--- src/rtl/bsr_pkg.sv ---
// Shared definitions for the BSR block scheduler and the sparse array that consumes its issues.
// Holds the scheduler state encoding, the metadata-select encoding and a saturating counter helper.
package bsr_pkg;

  typedef enum logic [2:0] {
    IDLE,
    RD_PTR0,
    RD_PTR,
    RD_COL,
    ISSUE,
    DRAIN,
    FINISH
  } sched_state_e;

  typedef enum logic {
    META_ROW_PTR = 1'b0,
    META_COL_IDX = 1'b1
  } meta_sel_e;

  localparam int CNT_W = 32;

  // Statistics counters stick at all-ones instead of wrapping.
  function automatic logic [CNT_W-1:0] sat_inc(input logic [CNT_W-1:0] v);
    return (&v) ? v : v + CNT_W'(1);
  endfunction

endpackage

--- src/rtl/credit_counter.sv ---
// Up/down counter of blocks issued but not yet retired, with a hard ceiling.
// A retire with nothing outstanding is ignored so the count can never wrap below zero.
module credit_counter #(
  parameter int MAX_COUNT = 2
) (
  input  logic clk,
  input  logic rst_n,
  input  logic inc,
  input  logic dec,
  output logic full,
  output logic empty
);

  localparam int CW = $clog2(MAX_COUNT + 1);

  logic [CW-1:0] count;
  logic          dec_ok;

  assign dec_ok = dec && (count != '0);

  // NOTE: sequential state uses non-blocking assignments so every flop samples pre-edge values.
  always_ff @(posedge clk or negedge rst_n) begin
    if (!rst_n) begin
      count <= '0;
    end else begin
      case ({inc, dec_ok})
        2'b10:   count <= count + CW'(1);
        2'b01:   count <= count - CW'(1);
        default: count <= count;
      endcase
    end
  end

  assign full  = (count == CW'(MAX_COUNT));
  assign empty = (count == '0);

endmodule

--- src/rtl/bsr_block_scheduler.sv ---
// Walks a block-sparse row layer: reads row_ptr/col_idx metadata and issues one block at a time
// to the sparse array, throttled by a credit limit on blocks still in flight.
module bsr_block_scheduler
  import bsr_pkg::*;
#(
  parameter int IDX_W           = 16,
  parameter int MAX_OUTSTANDING = 2
) (
  input  logic             clk,
  input  logic             rst_n,
  input  logic             start,
  input  logic             abort,
  input  logic [IDX_W-1:0] num_block_rows,
  output logic             meta_rd_en,
  output logic             meta_sel,
  output logic [IDX_W-1:0] meta_addr,
  input  logic [IDX_W-1:0] meta_rd_data,
  output logic             blk_valid,
  output logic [IDX_W-1:0] blk_row,
  output logic [IDX_W-1:0] blk_col,
  output logic [IDX_W-1:0] blk_ptr,
  input  logic             blk_ready,
  input  logic             res_valid,
  input  logic             res_ready,
  output logic             busy,
  output logic             done,
  output logic [31:0]      blocks_issued,
  output logic [31:0]      empty_rows
);

  sched_state_e state, state_nxt;
  logic         rd_phase, rd_phase_nxt;  // 0: request cycle, 1: data-capture cycle

  logic             start_q;
  logic [IDX_W-1:0] nbr_q;
  logic             abort_q, abort_seen;
  logic [IDX_W-1:0] r_q, ptr_cur_q, ptr_end_q, col_q;
  logic [31:0]      issued_q, empty_q;
  logic             done_q;

  meta_sel_e        sel_c;
  logic [IDX_W-1:0] addr_c;
  logic             rd_en_c;
  logic             accept, ld_ptr0, ld_end, ld_col, row_adv, empty_inc;
  logic             issue_fire, retire, credit_full, credit_empty;
  logic [IDX_W:0]   r_inc, ptr_inc;
  logic             more_rows, more_blks;

  assign abort_seen = abort || abort_q;
  assign r_inc      = {1'b0, r_q} + (IDX_W + 1)'(1);
  assign ptr_inc    = {1'b0, ptr_cur_q} + (IDX_W + 1)'(1);
  assign more_rows  = r_inc < {1'b0, nbr_q};
  assign more_blks  = ptr_inc < {1'b0, ptr_end_q};

  // Once raised, blk_valid cannot fall before the handshake: credits only shrink on issue.
  assign blk_valid  = (state == ISSUE) && !credit_full;
  assign issue_fire = blk_valid && blk_ready;
  assign retire     = res_valid && res_ready;

  credit_counter #(
    .MAX_COUNT (MAX_OUTSTANDING)
  ) u_credit (
    .clk   (clk),
    .rst_n (rst_n),
    .inc   (issue_fire),
    .dec   (retire),
    .full  (credit_full),
    .empty (credit_empty)
  );

  always_ff @(posedge clk or negedge rst_n) begin
    if (!rst_n) begin
      state    <= IDLE;
      rd_phase <= 1'b0;
    end else begin
      state    <= state_nxt;
      rd_phase <= rd_phase_nxt;
    end
  end

  // NOTE: every signal driven here gets a default first, so no path can infer a latch.
  always_comb begin
    state_nxt    = state;
    rd_phase_nxt = 1'b0;
    rd_en_c      = 1'b0;
    sel_c        = META_ROW_PTR;
    addr_c       = '0;
    accept       = 1'b0;
    ld_ptr0      = 1'b0;
    ld_end       = 1'b0;
    ld_col       = 1'b0;
    row_adv      = 1'b0;
    empty_inc    = 1'b0;
    case (state)
      IDLE: begin
        if (start_q) begin
          accept    = 1'b1;
          state_nxt = (nbr_q == '0) ? FINISH : RD_PTR0;
        end
      end
      RD_PTR0: begin
        if (abort_seen) begin
          state_nxt = DRAIN;
        end else if (!rd_phase) begin
          rd_en_c      = 1'b1;
          rd_phase_nxt = 1'b1;
        end else begin
          ld_ptr0   = 1'b1;
          state_nxt = RD_PTR;
        end
      end
      RD_PTR: begin
        if (abort_seen) begin
          state_nxt = DRAIN;
        end else if (!rd_phase) begin
          rd_en_c      = 1'b1;
          addr_c       = r_inc[IDX_W-1:0];
          rd_phase_nxt = 1'b1;
        end else begin
          ld_end = 1'b1;
          if (meta_rd_data == ptr_cur_q) begin
            empty_inc = 1'b1;
            row_adv   = 1'b1;
            state_nxt = more_rows ? RD_PTR : DRAIN;
          end else begin
            state_nxt = RD_COL;
          end
        end
      end
      RD_COL: begin
        if (abort_seen) begin
          state_nxt = DRAIN;
        end else if (!rd_phase) begin
          rd_en_c      = 1'b1;
          sel_c        = META_COL_IDX;
          addr_c       = ptr_cur_q;
          rd_phase_nxt = 1'b1;
        end else begin
          ld_col    = 1'b1;
          state_nxt = ISSUE;
        end
      end
      ISSUE: begin
        if (issue_fire) begin
          if (abort_seen) begin
            state_nxt = DRAIN;
          end else if (more_blks) begin
            state_nxt = RD_COL;
          end else begin
            row_adv   = 1'b1;
            state_nxt = more_rows ? RD_PTR : DRAIN;
          end
        end else if (abort_seen && !blk_valid) begin
          state_nxt = DRAIN;
        end
      end
      DRAIN: begin
        if (credit_empty) state_nxt = FINISH;
      end
      FINISH:  state_nxt = IDLE;
      default: state_nxt = IDLE;
    endcase
  end

  // Start is registered together with the row count; a start seen outside IDLE is dropped.
  always_ff @(posedge clk or negedge rst_n) begin
    if (!rst_n) begin
      start_q <= 1'b0;
      nbr_q   <= '0;
      abort_q <= 1'b0;
      done_q  <= 1'b0;
    end else begin
      start_q <= start && (state == IDLE) && !start_q;
      if (start && (state == IDLE) && !start_q) nbr_q <= num_block_rows;
      if (state == IDLE)  abort_q <= 1'b0;
      else if (abort)     abort_q <= 1'b1;
      done_q <= (state == FINISH);
    end
  end

  always_ff @(posedge clk or negedge rst_n) begin
    if (!rst_n) begin
      r_q       <= '0;
      ptr_cur_q <= '0;
      ptr_end_q <= '0;
      col_q     <= '0;
      issued_q  <= '0;
      empty_q   <= '0;
    end else if (accept) begin
      r_q       <= '0;
      ptr_cur_q <= '0;
      ptr_end_q <= '0;
      col_q     <= '0;
      issued_q  <= '0;
      empty_q   <= '0;
    end else begin
      if (ld_ptr0) begin
        ptr_cur_q <= meta_rd_data;
        r_q       <= '0;
      end
      if (ld_end) ptr_end_q <= meta_rd_data;
      if (ld_col) col_q     <= meta_rd_data;
      // An empty row advances in the same cycle its end pointer arrives, before ptr_end_q updates.
      if (row_adv) begin
        r_q       <= r_inc[IDX_W-1:0];
        ptr_cur_q <= ld_end ? meta_rd_data : ptr_end_q;
      end else if (issue_fire) begin
        ptr_cur_q <= ptr_inc[IDX_W-1:0];
      end
      if (issue_fire) issued_q <= sat_inc(issued_q);
      if (empty_inc)  empty_q  <= sat_inc(empty_q);
    end
  end

  assign meta_rd_en    = rd_en_c;
  assign meta_sel      = sel_c;
  assign meta_addr     = addr_c;
  assign blk_row       = r_q;
  assign blk_col       = col_q;
  assign blk_ptr       = ptr_cur_q;
  assign busy          = (state != IDLE);
  assign done          = done_q;
  assign blocks_issued = issued_q;
  assign empty_rows    = empty_q;

endmodule

--- config.mk ---
export PLATFORM = sky130hd
export DESIGN_NAME = bsr_block_scheduler
export DESIGN_NICKNAME = d
export VERILOG_FILES = /design/src/rtl/bsr_pkg.sv /design/src/rtl/credit_counter.sv /design/src/rtl/bsr_block_scheduler.sv
export SDC_FILE = /design/constraint.sdc
export NUM_CORES = 1
export LEC_CHECK = 0
export ABC_AREA = 1
export CELL_PAD_IN_SITES_DETAIL_PLACEMENT = 0
export CELL_PAD_IN_SITES_GLOBAL_PLACEMENT = 2
export CORE_MARGIN = 2
export CORE_UTILIZATION = 30
export CTS_BUF_LIST = sky130_fd_sc_hd__clkbuf_2
export DETAILED_ROUTE_END_ITERATION = 7
export GPL_TIMING_DRIVEN = 0
export HOLD_SLACK_MARGIN = 0.02
export PLACE_DENSITY_LB_ADDON = 0.12
export SYNTH_ARGS = -nofsm -noshare
export SYNTH_HDL_FRONTEND = slang
export SYNTH_SLANG_ARGS = --single-unit
--- constraint.sdc ---
create_clock -name clk -period 7 [get_ports clk]
set_input_delay 0.7 -clock clk [delete_from_list [all_inputs] [get_ports clk]]
set_output_delay 0.7 -clock clk [all_outputs]
set_load 0.01 [all_outputs]
### Word level (Yosys, flattened, before mapping)

Index checks and enable logic that the tools add are counted.

| storage, ports and cells | value |
|---|---|
| logic and storage cells | 128 |
| register bits | 153 |

| cells by class | value |
|---|---|
| mux-type cells | 60 |
| equal/unequal tests | 18 |
| add/sub/neg operators | 6 |
| reduce and logical (&&, ||, !) cells | 29 |
| $lt $le $gt $ge | 2 |

Operators with widths:

| cell | count |
|---|---|
| $mux 16 | 15 |
| $mux 32 | 6 |
| $add 32x1->32 const B | 2 |
| $reduce_and 32->1 | 2 |
| $mux 3 | 15 |
| $add 16x1->17 const B | 2 |
| $lt 17x16->1 | 2 |
| $pmux 16 s2 | 1 |
| $mux 1 | 20 |
| $pmux 3 s6 | 1 |
| $eq 16x16->1 | 1 |
| $logic_not 16->1 | 1 |
| $reduce_bool 2->1 | 6 |
| $eq 3x3->1 const B | 3 |
| $ne 3x3->1 const B | 3 |
| $ne 2x2->1 const B | 4 |
| $logic_and 1x1->1 | 7 |
| $eq 3x2->1 const B | 2 |
| $reduce_and 6->1 | 1 |
| $reduce_bool 3->1 | 2 |
| $eq 2x2->1 const B | 2 |
| $pmux 2 s2 | 1 |
| $reduce_and 2->1 | 2 |
| $reduce_bool 4->1 | 1 |
| 11 further kinds | 13 |

### Longest topological paths before layout

| logic depth | value |
|---|---|
| depth in word-level cells | 8 |
| depth in mapped cells | 24 |

### Cells and area by module

A second synthesis with hierarchy kept.

| unflattened totals | value |
|---|---|
| cells, all modules | 1382 |
| area, all modules | 10116.0 um^2 |

Modules (own cells, without submodules):

| module | area each (um^2) | instances | cells an instance | sequential area each (um^2) |
|---|---|---|---|---|
| bsr_block_scheduler | 9984.6 | 1 | 1363 | 3778.6 |
| credit_counter | 131.4 | 1 | 19 | 50.0 |

### Least setup slack after synthesis

No wires, ideal clock.

| timing | value |
|---|---|
| kind | register to register |
| start | register ptr_cur_q[1] (netlist: blk_ptr[1]) |
| end | register ptr_cur_q[12] (netlist: blk_ptr[12]) |
| data required time | 6.883 ns |
| library setup time | 0.117 ns |
| stages on the path, launching flop included | 22 |
| arrival | 2.694 ns |
| setup slack | 4.188 ns |
| buffers on the path | 1 |
| path through | dfrtp_1 ha_1 nand2_1 nor2_2 nand2_1 inv_1 nand4_1 and2_1 ha_1 nand2_1 nand2_1 a21oi_1 o21ai_0 nor2_1 nand2_2 nand2_4 nand2_4 nor2_8 nand3_4 buf_6 nand2_1 nand2_1 |

| between the ends | value |
|---|---|
| word-level cells in the longest chain between the ends | 8 |
| elaborated cells between the ends (all ways) | 14 |

RTL lines:

| what | RTL line | RTL |
|---|---|---|
| from (decl) | bsr_block_scheduler.sv:37 | `logic [IDX_W-1:0] r_q, ptr_cur_q, ptr_end_q, col_q;` |
| from (signal assigned) | bsr_block_scheduler.sv:198 | `ptr_cur_q <= meta_rd_data;` |
| from (signal assigned) | bsr_block_scheduler.sv:206 | `ptr_cur_q <= ld_end ? meta_rd_data : ptr_end_q;` |
| from (signal assigned) | bsr_block_scheduler.sv:208 | `ptr_cur_q <= ptr_inc[IDX_W-1:0];` |
| $add 16x1->17 | bsr_block_scheduler.sv:51 | `assign ptr_inc = {1'b0, ptr_cur_q} + (IDX_W + 1)'(1);` |
| $lt 17x16->1 | bsr_block_scheduler.sv:53 | `assign more_blks = ptr_inc < {1'b0, ptr_end_q};` |
| $mux 1 | bsr_block_scheduler.sv:147 | `end else if (more_blks) begin` |
| $mux 1 | bsr_block_scheduler.sv:145 | `if (abort_seen) begin` |
| $mux 1 | bsr_block_scheduler.sv:144 | `if (issue_fire) begin` |
| $pmux 1 s2 | bsr_block_scheduler.sv:94 | `case (state)` |
| $mux 16 | bsr_block_scheduler.sv:204 | `if (row_adv) begin` |
| $mux 16 | bsr_block_scheduler.sv:189 | `end else if (accept) begin` |

Parallel ways exist; a longest one is shown, timed or not.
A chain may end at the register's enable or synchronous reset.

### Worst setup path in the final report

| timing | value |
|---|---|
| start | register r_q[0] (netlist: blk_row[0]) |
| end | output port meta_addr[14] |

| between the ends | value |
|---|---|
| word-level cells in the longest chain between the ends | 4 |

RTL lines:

| what | RTL line | RTL |
|---|---|---|
| from (decl) | bsr_block_scheduler.sv:37 |  |
| from (signal assigned) | bsr_block_scheduler.sv:205 | `r_q <= r_inc[IDX_W-1:0];` |
| $add 16x1->17 | bsr_block_scheduler.sv:50 | `assign r_inc = {1'b0, r_q} + (IDX_W + 1)'(1);` |
| $mux 16 | bsr_block_scheduler.sv:115 | `end else if (!rd_phase) begin` |
| $mux 16 | bsr_block_scheduler.sv:113 | `if (abort_seen) begin` |
| $pmux 16 s2 | bsr_block_scheduler.sv:94 |  |
| to (decl) | bsr_block_scheduler.sv:16 | `output logic [IDX_W-1:0] meta_addr,` |

Every way passes these cells.

==> summary.md <==
| Metric | Value |
|---|---|
| Count of buffers from port buffering | approximately 170 |
| Stage delay of the slowest cell on the critical path | about 0.58 ns |
| Reg-to-Reg End | state[0]$_DFFE_PN0P_ |
| Clock latency of the later-clocked register in the worst-skew pair | 0.90 ns |
| Library cells used by synthesis | 48 |
| Final-report max-slew violation count | 0 |
| Ratio of cells with drive above 1 in the final layout | approximately 7.9% |
| Nets | 1,786 |
| Average wire per cell in the routed design | 17.7 microns |
| Global-route wire length before repair | 60.0 mm |
| Number of instances in the synthesized netlist | around 1,500 |
| Reg-to-reg critical path startpoint | blk_row[0]$_DFFE_PN0P_ |
| Max cap viols | 0 |
| Fraction of registers with async set or reset after synthesis | between 90% and 100% |
| TritonCTS clock tree | done |
| Clock transition at the registers of the reported paths | 0.28 ns |
| Global-route met3 utilization | roughly 3.8% |
| Setup WS post-layout | between 2 and 2.5 ns |
| Buffering stage count on the worst path with inverters included | 2 |
| Number of nets still failing antenna checks after routing | 0 |
| Worst setup SP type | flip-flop |
| Cell with the largest stage delay on the worst path | dfrtp_1 |
| Critical path class | reg -> out |
| Clk buf depth | 2 |
| Via count of the first global-routing pass | roughly 10,000 |
| Total number of clock tree sinks | approximately 150 |
| Routing usage on met2 | 37.8% |
| Peak clock frequency supported by timing | roughly 220 MHz |
| FF+latch count, synth | around 150 |
| Net Count, Synth | ~1,600 |
| Endpoint of the worst hold path | nbr_q[1]$_DFFE_PN0P_ |
| Total of cells resized after clock tree synthesis | 0 |
| Multi-input logic area | between 5000 and 6000 sq um |
| Data required time at the worst endpoint | approximately 6.3 ns |
| Clock tree root buffer cell | clkbuf_2 |
| Setup slack after placement | ~2.9 ns |
| Cell leakage power | slightly below 6 nW |
| GRT Residual Overflow | 0 |
| Final weighted congestion in routability-driven placement | between 0.8 and 0.9 |
| HP Start | num_block_rows[1] |
| Number of iterations in the first detailed-routing pass | 4 |
| Largest net degree at the start of global routing | 80 |
| Synth-to-layout area growth | 24.2% |
| Area inside the core boundary | 34,600 sq um |
| Clock tree skew after final layout | a little under 0.06 ns |
| Share of synthesized area occupied by flip-flops and latches | between 30% and 40% |
| Number of logic stages on the critical path including buffering | 10 |
| Storage cell area | 3830 sq um |
| Number of cells on the worst reg-to-reg path | 19 |
| Maximum VDD drop | approximately 120 uV |
| Critical path, cell by cell | ha_1, nand2_1, nor2_1, nand2_1, nor2_1, inv_1, nor3_1, xor2_1, o22ai_1, clkdlybuf4s50_1 |
| Final cycle utilization of the critical path | around 66% |
| # rows | 68 |
| CP Data Arrival Time | slightly below 4 ns |
| Highest-utilization routing layer at the global route stage | met2 |
| Most instantiated flip-flop cell in the synthesis netlist | dfrtp_1 |
| Number of vias in the routed layout | around 10,000 |
| Minimum clock period | ~4.6 ns |
| Kind of end point of the critical path | output port |
| Combined global-route utilization of all metal layers | between 20% and 30% |
| Antenna violations before repair | 4 |
| Number of warning messages in the yosys log | 0 |
| Die extent in x | around 190 microns |
| Detailed router's first-iteration violation count | between 400 and 500 |
| Fill cell total of the finished layout | around 3,800 |
| Ports placed on the boundary | around 170 |
| Via-to-Cell Ratio | approximately 4.7 |
| Cell area after layout | 13,200 sq um |
| Height of the die | between 150 and 200 microns |
| Number of enable flip-flop cells after synthesis | 0 |
| Number of endpoints failing setup at the final stage | 0 |
| Final HPWL DP | 31.0 mm |
| Post-place instance area | between 10,000 and 15,000 sq um |
| Wire length reported by the detailed router | approximately 39 mm |
| Run status | completed |
| RSZ-0062 raised after global routing | false |
| Setup slack on the worst flop-to-flop path | between 3 and 4 ns |
| Number of cells on the worst hold path | 3 |
| Worst min-delay path class | in -> reg |
| CP top delay family | simple AND/OR/NAND/NOR gates |
| H-tree levels | 4 |
| Netlist Area Pre-Place | 10,600 sq um |
| Final Hold Violating Endpoints | 0 |
| Tightest Pin Transition | between 0.7 and 0.8 ns |
| Slew headroom | roughly half |
| Global-route met1 utilization | 27.4% |
| Area enclosed by the die boundary | between 30,000 and 40,000 sq um |
| Avg Synthesized Cell Area | roughly 7 sq um |
| PD cells | around 240 nW/um^2 |
| Total clock buffers created by CTS | 17 |
| DRC viols | 0 |
| Initial core utilization | ~31% |
| Maximum fanout along the worst path | 7 |
## area by class of cell
type                            instances  area share (%)
Multi-Input combinational cell       1122            43.6
Timing Repair Buffer                  173            13.3
Antenna cell                            1          0.0190
Sequential cell                       153            29.1
Clock buffer                           17           0.646
Clock inverter                         15            1.18
Tap cell                              455            4.32
Inverter                              187            5.33
Buffer                                 58            2.49
## metrics by stage
step	std cells	total power, W	util [%]	hold slack (ns)	setup TNS (ns)
CTS	2180	0.00320	38.0	0.251	0
floorplan	1520	0.00205	-	0.404	0
detailed placement	2147	0.00263	37.3	0.501	0
global route	2181	0.00343	38.0	0.289	0
global placement	2146	0.00262	37.2	0.493	-245.84
finish	2181	0.00315	38.0	0.328	0
## cell usage in the layout, fill, tap and decap left out, drive strengths merged, types with 21 or more instances in the layout
master,instances
nor3,42
nand3,91
o31ai,21
dfrtp,153
xor2,46
a21oi,23
clkbuf,36
nand2,459
inv,194
o21ai,125
nand4,57
nor2,147
buf,41
ha,35
clkdlybuf4s50,170
## kinds of logic after synthesis
logic type      share of synthesized area (%)
fa+ha+maj                                4.13
buf+inv                                  9.71
xor+xnor                                 5.04
flops                                    36.1
compound gates                           10.1
simple gates                             34.9
## tightest hold or removal path, delay by kind of cell
family	cells	cell delay, ns
AOI/OAI and AO/OA	1	0.07
buffers and inverters	1	0.39
and+or+nand+nor	1	0.06
## where the power goes
part | leakage (nW) | total (W) | internal (W) | switching (W)
logic | 3.58 | 0.00143 | 0.000539 | 0.000893
registers | 2.07 | 0.00116 | 0.00103 | 0.000133
clock network | 0.141 | 0.000556 | 0.000145 | 0.000411
## Yosys cell counts (all sizes together), types with 8 or more instances
cell type / number / area, sq um
nand2: 459 / 1750
inv: 185 / 694
dfrtp: 153 / 3830
nor2: 147 / 644
o21ai: 125 / 629
nand3: 91 / 468
nand4: 57 / 363
xor2: 46 / 403
nor3: 42 / 225
buf: 39 / 256
ha: 35 / 438
a21oi: 23 / 123
o31ai: 21 / 158
clkbuf: 19 / 71.3
or2: 19 / 119
xnor2: 15 / 131
o22ai: 9 / 56.3
and2: 8 / 50.1
## sequential cells by signal, summed over array words and instances (netlist names)
register,cells
abort_q,1
blk_col,16
blk_ptr,16
blk_row,16
blocks_issued,32
done,1
empty_rows,32
nbr_q,16
ptr_end_q,16
rd_phase,1
start_q,1
state,3
u_credit.count,2
## worst max-delay path by stage
stage	start	endpoint	slack [ns]
after floorplan	blk_ptr[1]$_DFFE_PN0P_	blk_ptr[12]$_DFFE_PN0P_	4.19
after global placement	rst_n	state[1]$_DFFE_PN0P_	-1.64
after detailed placement	abort	meta_addr[12]	2.91
after CTS	blk_row[0]$_DFFE_PN0P_	meta_addr[12]	2.39
after global routing	blk_row[0]$_DFFE_PN0P_	meta_addr[14]	2.14
final	blk_row[0]$_DFFE_PN0P_	meta_addr[14]	2.41
## what timing repair did
item                                   4_1_cts  5_1_grt
endpoints found under the hold margin       78        0
hold buffers                                 1        0
setup endpoints to repair                    0        0
buffers inserted                             0        0
## per-layer routing
metal	up-vias	share of wire, %
met5	-	0.034
met4	2	2.1
met3	36	3.9
met2	201	49
met1	4707	45
li1	5297	-
No activity file was read; power rests on OpenSTA's default activity.
